--- src/rtl/imem_load_arb.sv ---
// rtl/imem_load_arb.sv - instruction memory arbiter between core fetch and byte loader
// Optional read-back check of each written word when IMEM_LOAD_VERIFY_EN is defined.
module imem_load_arb #(
  parameter int AWIDTH = 10,
  parameter int LANE_W = 9,
  parameter int LANES  = 3,
  parameter int BPW    = 4
) (
  input  logic                    clk,
  input  logic                    rst,
  input  logic [AWIDTH-1:0]       fetch_addr,
  output logic                    fetch_stall,
  output logic [AWIDTH-1:0]       mem_addr,
  output logic [LANE_W*LANES-1:0] mem_wdata,
  output logic [LANES-1:0]        mem_we,
  input  logic [LANE_W*LANES-1:0] mem_rdata,
  input  logic                    ld_req,
  input  logic [AWIDTH-1:0]       ld_base,
  input  logic [7:0]              ld_byte,
  input  logic                    ld_valid,
  output logic                    ld_ready,
  output logic                    ld_grant,
  output logic                    ld_wrap,
  output logic                    ld_err
);

  localparam int W  = LANE_W * LANES;
  localparam int SW = 8 * BPW;
  localparam int CW = $clog2(BPW + 1);

  typedef enum logic [2:0] {
    S_RUN,
    S_DRAIN,
    S_COLLECT,
    S_WRITE,
`ifdef IMEM_LOAD_VERIFY_EN
    S_VERIFY1,
    S_VERIFY2,
`endif
    S_RESUME
  } state_t;

  state_t            state, state_nx;
  logic [CW-1:0]     byte_cnt;
  logic [AWIDTH-1:0] word_cnt;
  logic [SW-1:0]     pack_q;
  logic              xfer;

  assign xfer        = ld_valid & ld_ready;
  assign ld_grant    = (state != S_RUN);
  assign fetch_stall = ld_grant;
  assign mem_wdata   = pack_q[W-1:0];

`ifndef IMEM_LOAD_VERIFY_EN
  logic unused_rdata;
  assign unused_rdata = ^mem_rdata;
`endif

  always_comb begin
    state_nx = state;
    mem_addr = fetch_addr;
    mem_we   = '0;
    case (state)
      S_RUN:     if (ld_req) state_nx = S_DRAIN;
      S_DRAIN:   state_nx = S_COLLECT;
      // Dropping ld_req wins over a completing byte: the word is abandoned.
      S_COLLECT: begin
        if (!ld_req)
          state_nx = S_RESUME;
        else if (xfer && byte_cnt == CW'(BPW - 1))
          state_nx = S_WRITE;
      end
      S_WRITE: begin
        mem_addr = word_cnt;
        mem_we   = '1;
`ifdef IMEM_LOAD_VERIFY_EN
        state_nx = S_VERIFY1;
`else
        state_nx = S_COLLECT;
`endif
      end
`ifdef IMEM_LOAD_VERIFY_EN
      S_VERIFY1: begin
        mem_addr = word_cnt - AWIDTH'(1);
        state_nx = S_VERIFY2;
      end
      S_VERIFY2: begin
        mem_addr = word_cnt - AWIDTH'(1);
        state_nx = S_COLLECT;
      end
`endif
      // Re-prime the fetch read so the core never sees a stale instruction.
      S_RESUME:  state_nx = S_RUN;
      default:   state_nx = S_RUN;
    endcase
  end

  always_ff @(posedge clk or negedge rst) begin
    if (!rst) begin
      state    <= S_RUN;
      ld_ready <= 1'b0;
      ld_wrap  <= 1'b0;
      ld_err   <= 1'b0;
      byte_cnt <= '0;
      word_cnt <= '0;
      pack_q   <= '0;
    end else begin
      state    <= state_nx;
      ld_ready <= (state_nx == S_COLLECT);
      case (state)
        S_RUN: begin
          if (ld_req) begin
            word_cnt <= ld_base;
            byte_cnt <= '0;
            ld_wrap  <= 1'b0;
            ld_err   <= 1'b0;
          end
        end
        S_COLLECT: begin
          if (!ld_req) begin
            if (byte_cnt != '0 || xfer) ld_err <= 1'b1;
            byte_cnt <= '0;
          end else if (xfer) begin
            pack_q   <= {ld_byte, pack_q[SW-1:8]};
            byte_cnt <= byte_cnt + CW'(1);
          end
        end
        S_WRITE: begin
          word_cnt <= word_cnt + AWIDTH'(1);
          if (word_cnt == '1) ld_wrap <= 1'b1;
          byte_cnt <= '0;
        end
`ifdef IMEM_LOAD_VERIFY_EN
        S_VERIFY2: begin
          if (mem_rdata != pack_q[W-1:0]) ld_err <= 1'b1;
        end
`endif
        default: ;
      endcase
    end
  end

endmodule
--- config.mk ---
export PLATFORM = sky130hd
export DESIGN_NAME = imem_load_arb
export DESIGN_NICKNAME = d
export VERILOG_FILES = /design/src/rtl/imem_load_arb.sv
export SDC_FILE = /design/constraint.sdc
export NUM_CORES = 1
export LEC_CHECK = 0
export BUFFER_PORTS_ARGS = -buffer_cell sky130_fd_sc_hd__buf_4
export CAP_MARGIN = 5
export CELL_PAD_IN_SITES_DETAIL_PLACEMENT = 2
export CELL_PAD_IN_SITES_GLOBAL_PLACEMENT = 2
export CORE_AREA = 2 2 111 81
export CTS_BUF_LIST = sky130_fd_sc_hd__clkbuf_4 sky130_fd_sc_hd__clkbuf_8
export DETAILED_ROUTE_END_ITERATION = 10
export DIE_AREA = 0 0 113 83
export PLACE_DENSITY = 0.94
export SYNTH_ARGS = -nofsm -noshare
export SYNTH_HDL_FRONTEND = slang
export SYNTH_SLANG_ARGS = --single-unit
--- constraint.sdc ---
create_clock -name clk -period 3.2 [get_ports clk]
set_clock_uncertainty 0.2 [all_clocks]
set_input_delay 0.16 -clock clk [delete_from_list [all_inputs] [get_ports clk]]
set_output_delay 0.16 -clock clk [all_outputs]
set_load 0.1 [all_outputs]
==> impl_metrics.csv, run 1 <==
group,metric,value,unit
sta,finalHoldViolations,0,
synth,yosysWarnings,0,
global_routing,grt_pass1_wl,11500,um
global_routing,antenna_found_initial,0,
routing,avgRoutedWirePerCell,16.6,um
outcome,failed_checks,"DRC",
sta,maxSlewHeadroom,47.7,%
sta,maxSlewViolCount,0,
pwr,vdd_ir_drop_max,0.517,mV
synth,ys_ff_latch,51,
final_layout,most-common-layout-cells,"buf_4 (78), dfrtp_1 (51), nand2_1 (38), mux2_1 (27), dlygate4sd3_1 (17)",
setup_path,cp_cell_sequence,"nand3b_1 > buf_4 > inv_2 > nand2_1 > nand2_1 > buf_4",
synth,yosys.area.top_type,"dfrtp_1",
setup_path,worstPathArrival,2.19,ns
sta,worst_pin_slew,0.779,ns
synth,synth_flop_cell,"dfrtp_1",
clocking,cts-buffers-inserted,5,
floorplan,die_x,113,um
synth,async_flop_share,100,%
final_layout,drive_gt1_share,31.7,%
outcome,status,"finished with violations",
floorplan,io_pins,104,
final_layout,multi_input_area,0.00100,mm2
synth,post_synth.cell_area_avg,10.7,um2
synth,synth-edff-count,0,
setup_path,slowest_stage,"dfrtp_1",
floorplan,start_util,31.4,%
place,dp_hpwl,4790,um
hold_path,min_path_type,"input pin to flop",
sta,setup_viol,0,
synth,synthCells,242,
synth,ys_types,40,
sta,fmax,0.393,GHz
final_layout,final_common_cell,"buf_4",
setup_path,reg2reg_from,"state[1]$_DFF_PN0_",
routing,num_vias,1977,
floorplan,fp-row-count,28,
clocking,ctsResizeCount,0,
global_routing,overflow,0,
routing,drt_iter0_drc,75,
setup_path,end_kind,"primary output",
clocking,post_cts_buffers,0,
setup_path,crit_end,"mem_addr[5]",
place,gp_congestion,0.759,
final_layout,fin_util,39.6,%
routing,dr.pass1.iters,7,
pwr,power_density,1020,mW/mm2
place,portBuffers,76,
routing,via_per_inst,4.81,
sta,final.setup.tns,0,ns
global_routing,grt_max_degree,52,
clocking,root_buffer,"clkbuf_8",
setup_path,crit_fanout,28,
pwr,leakagePower,1.68,nW
final_layout,seq_area,0.00128,mm2
setup_path,crit_path_start_kind,"flop",
run,cap_violations,0,
clocking,cts_tree,"done",
floorplan,die_h,83,um
clocking,cts_hold_buf,17,
floorplan,die_area,0.00938,mm2
clocking,cts.sinks,51,
routing,wirelength,6830,um
global_routing,grt_pass1_vias,2188,
setup_path,r2r_cells,4,
sta,period_needed,2.55,ns
synth,synth_nets,305,
clocking,cts_buffer_depth,2,
clocking,h-tree-depth,2,
setup_path,required,2.84,ns
setup_path,critPathKind,"flop to primary output",
final_layout,synthToLayoutAreaGrowth,26.3,%
clocking,clk_pin_slew,0.09,ns
setup_path,crit_path_max_incr_delay,0.60,ns
final_layout,nets,368,
setup_path,crit_start,"state[1]$_DFF_PN0_",
synth,synth_seq_area_share,49.2,%
synth,syn_area,0.00259,mm2
routing,drc_errors,4,
sta,rsz0062_at_grt,"no",
floorplan,core-area,0.00827,mm2
clocking,clkLatencyLatePin,0.30,ns
sta,fin_crit_sh,79.6,%
synth,synth_top_cells_by_area,"dfrtp_1 (49%), mux2_1 (12%), buf_4 (9.3%)",
setup_path,reg2reg_slack,0.91,ns
final_layout,fill_cells,899,
global_routing,track_usage,15.3,%
setup_path,reg2reg_to,"word_cnt[3]$_DFFE_PN0P_",
synth,synth_top_area_share,49.2,%
routing,ant_nets,0,
final_layout,num_antenna_cells,0,
==> worst max-delay path, delay by kind of cell (launching register included) <==
kind                   cells  cell delay [ns]
buffers and inverters      3             0.87
flip-flops                 1             0.60
AND/OR/NAND/NOR            3             0.40
==> state kept, by name, summed over array words and instances, names as in the netlist <==
| register | count |
|---|---|
| byte_cnt | 3 |
| ld_err | 1 |
| ld_ready | 1 |
| ld_wrap | 1 |
| pack_q | 32 |
| state | 3 |
| word_cnt | 10 |
==> per-stage QoR <==
stage	setup WS, ns	instances	instance area, um2	power (mW)	hold slack [ns]
3_5_place_dp	0.994	386	3020	2.97	0.0421
4_1_cts	0.712	411	3280	3.37	0.0463
6_report	0.654	411	3280	3.35	0.0425
2_1_floorplan	0.506	242	2590	2.66	-0.336
3_3_place_gp	1.11	386	3020	2.90	0.0338
5_1_grt	0.479	411	3280	3.53	0.0466
==> logic make-up after synthesis <==
kind of cell,Yosys count,synth area share (%)
simple gates,71,13.0
flops,51,49.2
buf+inv,45,12.2
compound gates,37,9.07
mux,33,14.3
fa+ha+maj,4,1.93
xor+xnor,1,0.338
==> worst min-delay path by stage <==
stage | start | endpoint | slack (ns) | cells past startpoint
global route | ld_base[8] | word_cnt[8]$_DFFE_PN0P_ | 0.05 | 4
CTS | ld_base[2] | word_cnt[2]$_DFFE_PN0P_ | 0.05 | 3
global placement | rst | pack_q[23]$_DFFE_PN0P_ | 0.03 | 1
floorplan | rst | byte_cnt[0]$_DFFE_PN0P_ | -0.34 | 0
finish | ld_base[2] | word_cnt[2]$_DFFE_PN0P_ | 0.04 | 3
detailed placement | rst | pack_q[23]$_DFFE_PN0P_ | 0.04 | 1
==> cells in the mapped netlist, types with 2 or more instances <==
master   instances
o21ai_0          7
nand3_1          6
inv_1            5
a22o_1           2
a31oi_1          2
nand4_1          2
dfrtp_1         51
nor3_1           5
nand2_1         38
mux2_2           6
a21oi_1         12
buf_6            3
ha_1             4
a21o_1           4
nor2_1          10
a22oi_1          2
mux2_1          27
buf_2            3
buf_4           32
==> routing by layer <==
metal	track usage (%)	routed length, um	vias up
li1	-	-	926
met1	20.4	3000	999
met2	25.5	3490	43
met3	2.34	223	9
met4	4.66	113	0
met5	0	0	-
==> area by class of cell <==
class / count / share of cell area (%)
Tap cell: 105 / 4.01
Clock inverter: 2 / 0.382
Timing Repair Buffer: 95 / 23.1
Inverter: 6 / 0.687
Multi-Input combinational cell: 146 / 30.6
Clock buffer: 6 / 2.33
Sequential cell: 51 / 38.9
==> power by group <==
part	internal [mW]	total (mW)	switching [mW]	leakage [nW]
Clock	0.162	0.381	0.219	0.0446
Sequential	0.838	1.05	0.215	0.671
Combinational	0.447	1.92	1.47	0.966
Total	1.45	3.35	1.90	1.68
No activity file was read; power rests on OpenSTA's default activity.
==> run 2: changes to the inputs <==
==> config.mk (replaced) <==
export PLATFORM = sky130hd
export DESIGN_NAME = imem_load_arb
export DESIGN_NICKNAME = d
export VERILOG_FILES = /design/src/rtl/imem_load_arb.sv
export SDC_FILE = /design/constraint.sdc
export NUM_CORES = 1
export LEC_CHECK = 0
export ABC_AREA = 1
export BUFFER_PORTS_ARGS = -buffer_cell sky130_fd_sc_hd__buf_4
export CAP_MARGIN = 5
export CELL_PAD_IN_SITES_DETAIL_PLACEMENT = 2
export CELL_PAD_IN_SITES_GLOBAL_PLACEMENT = 2
export CORE_AREA = 2 2 120 87
export CTS_BUF_LIST = sky130_fd_sc_hd__clkbuf_4 sky130_fd_sc_hd__clkbuf_8
export DETAILED_ROUTE_END_ITERATION = 10
export DIE_AREA = 0 0 122 89
export PLACE_DENSITY = 0.9
export SYNTH_ARGS = -nofsm -noshare
export SYNTH_HDL_FRONTEND = slang
export SYNTH_SLANG_ARGS = --single-unit
==> constraint.sdc (replaced) <==
create_clock -name clk -period 2.39 [get_ports clk]
set_clock_uncertainty 0.2 [all_clocks]
set_input_delay 0.1195 -clock clk [delete_from_list [all_inputs] [get_ports clk]]
set_output_delay 0.1195 -clock clk [all_outputs]
set_load 0.1 [all_outputs]
==> impl_metrics.csv, run 2 <==
group,metric,value,unit
outcome,status,"complete, no violations",
floorplan,die_area,0.0109,mm2
hold_path,worstHoldStart,"ld_valid",
final_layout,largest_register_ffs,32,
synth,yosys.area.top_type,"dfrtp_1",
synth,synth_common_cells,"nand2_1 (99), dfrtp_1 (51), inv_1 (35)",
place,portBuffers,76,
setup_path,reg2reg_slack,0.38,ns
setup_path,critPathKind,"flop to primary output",
final_layout,nets,459,
synth,ys_ff_latch,51,
clocking,cts-buffers-inserted,5,
final_layout,fin_util,36.3,%
routing,drt_iter0_drc,87,
synth,ys_types,26,
synth,synth-edff-count,0,
final_layout,reg_top3,"pack_q: 32 flops, word_cnt: 10 flops",
synth,post_synth.cell_area_avg,8.12,um2
routing,drc_errors,0,
final_layout,synthToLayoutAreaGrowth,30.8,%
clocking,h-tree-depth,2,
floorplan,io_pins,104,
hold_path,min_path_type,"input pin to flop",
synth,syn_area,0.00265,mm2
synth,synth_top_cells_by_area,"dfrtp_1 (48%), nand2_1 (14%), buf_4 (9.3%)",
clocking,root_buffer,"clkbuf_8",
floorplan,start_util,27.7,%
global_routing,overflow,0,
routing,avgRoutedWirePerCell,15.4,um
final_layout,stdcell_area,0.00347,mm2
routing,ant_nets,0,
setup_path,end_kind,"primary output",
global_routing,track_usage,15.8,%
routing,dr.pass1.iters,4,
setup_path,required,2.07,ns
global_routing,grt_max_degree,52,
floorplan,fp-row-count,30,
floorplan,core-area,0.00957,mm2
setup_path,crit_path_start_kind,"flop",
run,cap_violations,0,
synth,synth_nets,390,
place,dp_hpwl,6000,um
setup_path,slowest_stage,"dfrtp_1",
sta,hold_slack,0.127,ns
synth,synth_flop_cell,"dfrtp_1",
routing,num_vias,2355,
sta,setup_viol,0,
synth,yosysWarnings,0,
place,gp_congestion,0.816,
floorplan,die_x,122,um
final_layout,drive_gt1_share,25.9,%
setup_path,r2r_cells,6,
routing,via_per_inst,4.48,
synth,async_flop_share,100,%
sta,fin_crit_sh,92.8,%
sta,worst_pin_slew,0.658,ns
setup_path,reg2reg_to,"pack_q[22]$_DFFE_PN0P_",
sta,rsz0062_at_grt,"yes",
synth,synthCells,327,
final_layout,most-common-layout-cells,"nand2_1 (99), buf_4 (82), dfrtp_1 (50), inv_1 (35), o21ai_1 (25)",
synth,synth_top_area_share,48.1,%
sta,period_needed,2.22,ns
global_routing,grt_pass1_vias,2518,
place,postPlaceCellArea,0.00314,mm2
final_layout,final_common_cell,"nand2_1",
setup_path,cp_cell_sequence,"nand2_1 > nor2_4 > nand2_1 > o21a_1 > buf_4",
sta,maxSlewViolCount,0,
setup_path,worstPathArrival,1.90,ns
global_routing,antenna_found_initial,1,
setup_path,reg2reg_from,"state[2]$_DFF_PN0_",
setup_path,crit_path_max_incr_delay,0.47,ns
synth,synth_most_common_cell,"nand2_1",
clocking,cts_buffer_depth,2,
synth,synth_seq_area_share,48.1,%
global_routing,grt_pass1_wl,13300,um
setup_path,critPathMostFrequentCell,"nand2_1",
clocking,clkLatencyLatePin,0.30,ns
setup_path,crit_start,"state[0]$_DFF_PN0_",
clocking,clk_pin_slew,0.10,ns
final_layout,top_register,"pack_q",
sta,fmax,0.451,GHz
sta,finalHoldViolations,0,
setup_path,crit_fanout,19,
clocking,cts_tree,"done",
clocking,cts.sinks,51,
floorplan,die_h,89,um
sta,maxSlewHeadroom,56.1,%
routing,wirelength,8100,um
setup_path,crit_end,"mem_addr[7]",
final_layout,fill_cells,1103,
==> run 2: what timing repair did <==
item	4_1_cts	5_1_grt
gates resized for setup	0	2
setup endpoints to repair	0	7
endpoints found under the hold margin	71	0
hold buffers	20	0
buffers inserted	0	0
==> run 2: cells by family (layout without fill, tap and decap cells) <==
kind of cell	count (synthesis)	in the layout	share of synthesized area (%)
flip-flops	51	51	48.1
AO/OA/AOI/OAI	56	56	11.1
adder cells (fa/ha/maj)	4	4	1.89
XOR/XNOR	1	1	0.330
buffers and inverters	77	147	16.3
other	0	1	0
AND/OR/NAND/NOR	138	138	22.3
==> run 2: worst max-delay path, delay by kind of cell (launching register included) <==
kind                   cells  cell delay (ns)
buffers and inverters      1             0.23
and+or+nand+nor            3             0.73
DFF                        1             0.47
AOI/OAI and AO/OA          1             0.16
==> run 2: layout make-up <==
class                      count  area [um2]  area share (%)
antenna                        1        2.50          0.0721
clock buffer                   6        82.6            2.38
clock inverter                 2        38.8            1.12
inverter                      37         139            4.00
multi-input combinational    199         955            27.5
sequential                    51        1280            36.8
tap                          128         160            4.61
timing repair buffer         102         816            23.5
==> run 2: stage by stage <==
stage	worst slack [ns]	std cells	setup TNS, ns
final	0.173	526	0
after global routing	0.000442	526	0
after CTS	0.0592	525	0
after detailed placement	0.368	497	0
after global placement	0.443	497	0
after floorplan	-0.176	327	-0.527
==> run 2: metal layers <==
metal / wire, um / GRT usage [%] / vias up
li1: - / - / 1134
met1: 3490 / 19.6 / 1184
met2: 4320 / 29.2 / 31
met3: 175 / 2.10 / 6
met4: 113 / 4.28 / 0
met5: 0 / 0 / -
==> run 2: worst min path at each step <==
stage	to	slack, ns	depth (start not counted)
after floorplan	byte_cnt[0]$_DFFE_PN0P_	-0.38	0
after global placement	pack_q[18]$_DFFE_PN0P_	-0.002	1
after detailed placement	pack_q[26]$_DFFE_PN0P_	0.01	1
after CTS	ld_err$_DFFE_PN0P_	0.13	5
after global routing	ld_err$_DFFE_PN0P_	0.21	5
final	ld_err$_DFFE_PN0P_	0.13	5
Power of run 2 is left out: the tool's default activity adds up to more than one toggle a clock period on the data nets, which glitch-free logic cannot reach.
==> run 3: changes to the inputs <==
--- a/config.mk
+++ b/config.mk
@@ -10,11 +10,12 @@
 export CAP_MARGIN = 5
 export CELL_PAD_IN_SITES_DETAIL_PLACEMENT = 2
 export CELL_PAD_IN_SITES_GLOBAL_PLACEMENT = 2
-export CORE_AREA = 2 2 120 87
+export CORE_AREA = 2 2 116 90
 export CTS_BUF_LIST = sky130_fd_sc_hd__clkbuf_4 sky130_fd_sc_hd__clkbuf_8
 export DETAILED_ROUTE_END_ITERATION = 10
-export DIE_AREA = 0 0 122 89
+export DIE_AREA = 0 0 118 92
 export PLACE_DENSITY = 0.9
 export SYNTH_ARGS = -nofsm -noshare
 export SYNTH_HDL_FRONTEND = slang
 export SYNTH_SLANG_ARGS = --single-unit
+export TNS_END_PERCENT = 30
==> impl_metrics.csv, run 3 (synthesis results as in run 2) <==
group,metric,value,unit
sta,setup_viol,0,
floorplan,die_h,92,um
place,portBuffers,76,
final_layout,synthToLayoutAreaGrowth,28.9,%
clocking,cts.sinks,51,
floorplan,die_area,0.0109,mm2
sta,fmax,0.446,GHz
clocking,clk_pin_slew,0.10,ns
global_routing,antenna_found_initial,0,
global_routing,grt_pass1_vias,2615,
clocking,h-tree-depth,2,
setup_path,reg2reg_to,"word_cnt[1]$_DFFE_PN0P_",
routing,avgRoutedWirePerCell,14.9,um
routing,drc_errors,0,
place,postPlaceCellArea,0.00313,mm2
setup_path,cp_cell_sequence,"nand2_1 > nor2_4 > nand2_1 > o21a_1 > buf_4",
final_layout,top_register,"pack_q",
global_routing,overflow,0,
sta,finalHoldViolations,0,
setup_path,critPathKind,"flop to primary output",
sta,worst_pin_slew,0.667,ns
setup_path,crit_fanout,19,
setup_path,crit_path_max_incr_delay,0.50,ns
floorplan,start_util,26.8,%
sta,rsz0062_at_grt,"no",
routing,wirelength,7930,um
setup_path,worstPathArrival,1.92,ns
place,dp_hpwl,5540,um
final_layout,final_common_cell,"nand2_1",
global_routing,track_usage,15.3,%
run,cap_violations,0,
setup_path,required,2.07,ns
clocking,cts-buffers-inserted,5,
final_layout,drive_gt1_share,25.3,%
setup_path,crit_end,"mem_addr[7]",
routing,dr.pass1.iters,3,
floorplan,fp-row-count,32,
clocking,cts_buffer_depth,2,
setup_path,crit_start,"state[1]$_DFF_PN0_",
clocking,cts_tree,"done",
setup_path,end_kind,"primary output",
sta,fin_crit_sh,93.8,%
outcome,status,"complete, no violations",
floorplan,core-area,0.00989,mm2
setup_path,reg2reg_slack,0.54,ns
clocking,clkLatencyLatePin,0.30,ns
clocking,root_buffer,"clkbuf_8",
routing,drt_iter0_drc,94,
final_layout,largest_register_ffs,32,
setup_path,slowest_stage,"dfrtp_1",
floorplan,io_pins,104,
setup_path,reg2reg_from,"state[2]$_DFF_PN0_",
place,gp_congestion,0.764,
routing,num_vias,2292,
global_routing,grt_max_degree,52,
routing,ant_nets,0,
final_layout,most-common-layout-cells,"nand2_1 (99), buf_4 (80), dfrtp_1 (51), inv_1 (35), o21ai_1 (25)",
global_routing,grt_pass1_wl,13300,um
setup_path,r2r_cells,6,
setup_path,crit_path_start_kind,"flop",
setup_path,critPathMostFrequentCell,"nand2_1",
floorplan,die_x,118,um
clocking,post_cts_buffers,0,
sta,period_needed,2.24,ns
final_layout,stdcell_area,0.00342,mm2
sta,maxSlewHeadroom,55.5,%
final_layout,fill_cells,1140,
final_layout,num_antenna_cells,0,
final_layout,reg_top3,"pack_q: 32 flops, word_cnt: 10 flops",
sta,maxSlewViolCount,0,
hold_path,min_path_type,"input pin to flop",
routing,via_per_inst,4.32,
final_layout,nets,457,
[run 3: cell count changes in the layout (fill, tap and decap cells not counted), sizes merged]
cell | previous run | this run
inv | 38 | 37
buf | 82 | 80
diode | 1 | 0
bufinv | 1 | 0
clkinv | 0 | 1
clkinvlp | 0 | 1
[run 3: per-layer routing]
layer	vias up	track usage, %	routed length [um]	part of all wire [%]
li1	1120	-	-	-
met2	29	28.2	4170	53
met4	0	3.21	89	1.1
met3	6	2.49	180	2.3
met1	1137	18.8	3490	44
met5	-	0	0	0
[run 3: metrics by stage]
step           cells  setup TNS (ns)  utilization (%)  hold WS (ns)  worst slack (ns)
6_report         531               0             34.6        0.0808             0.147
5_1_grt          531               0             34.6         0.102            0.0185
4_1_cts          531               0             34.6        0.0803             0.142
3_5_place_dp     503               0             31.7        0.0153             0.488
3_3_place_gp     503               0             31.7       0.00262             0.548
2_1_floorplan    327          -0.527                -        -0.376            -0.176
[run 3: what timing repair did]
item                                   CTS  global route
hold buffers                            20             0
resized for setup                        0             0
endpoints found under the hold margin   71             0
[run 3: how the worst min path moves through the flow]
stage,from,endpoint,cells after the start
after global routing,ld_valid,byte_cnt[1]$_DFFE_PN0P_,5
after detailed placement,rst,pack_q[25]$_DFFE_PN0P_,1
after CTS,ld_valid,byte_cnt[1]$_DFFE_PN0P_,5
after floorplan,rst,byte_cnt[0]$_DFFE_PN0P_,0
after global placement,rst,pack_q[25]$_DFFE_PN0P_,1
final,ld_valid,byte_cnt[1]$_DFFE_PN0P_,5
[run 3: critical path, delay by kind of cell, from the launching register on]
family          cells  cell delay [ns]
compound gates      1             0.17
buf+inv             1             0.24
flops               1             0.50
simple gates        3             0.71
[run 3: area by class of cell]
cell class	count	area [um2]	share of cell area, %
clock inverter	2	12.5	0.366
tap	136	170	4.97
sequential	51	1280	37.3
inverter	37	139	4.06
clock buffer	6	76.3	2.23
multi-input combinational	199	947	27.7
timing repair buffer	100	801	23.4
Power of run 3 is left out for the same reason.
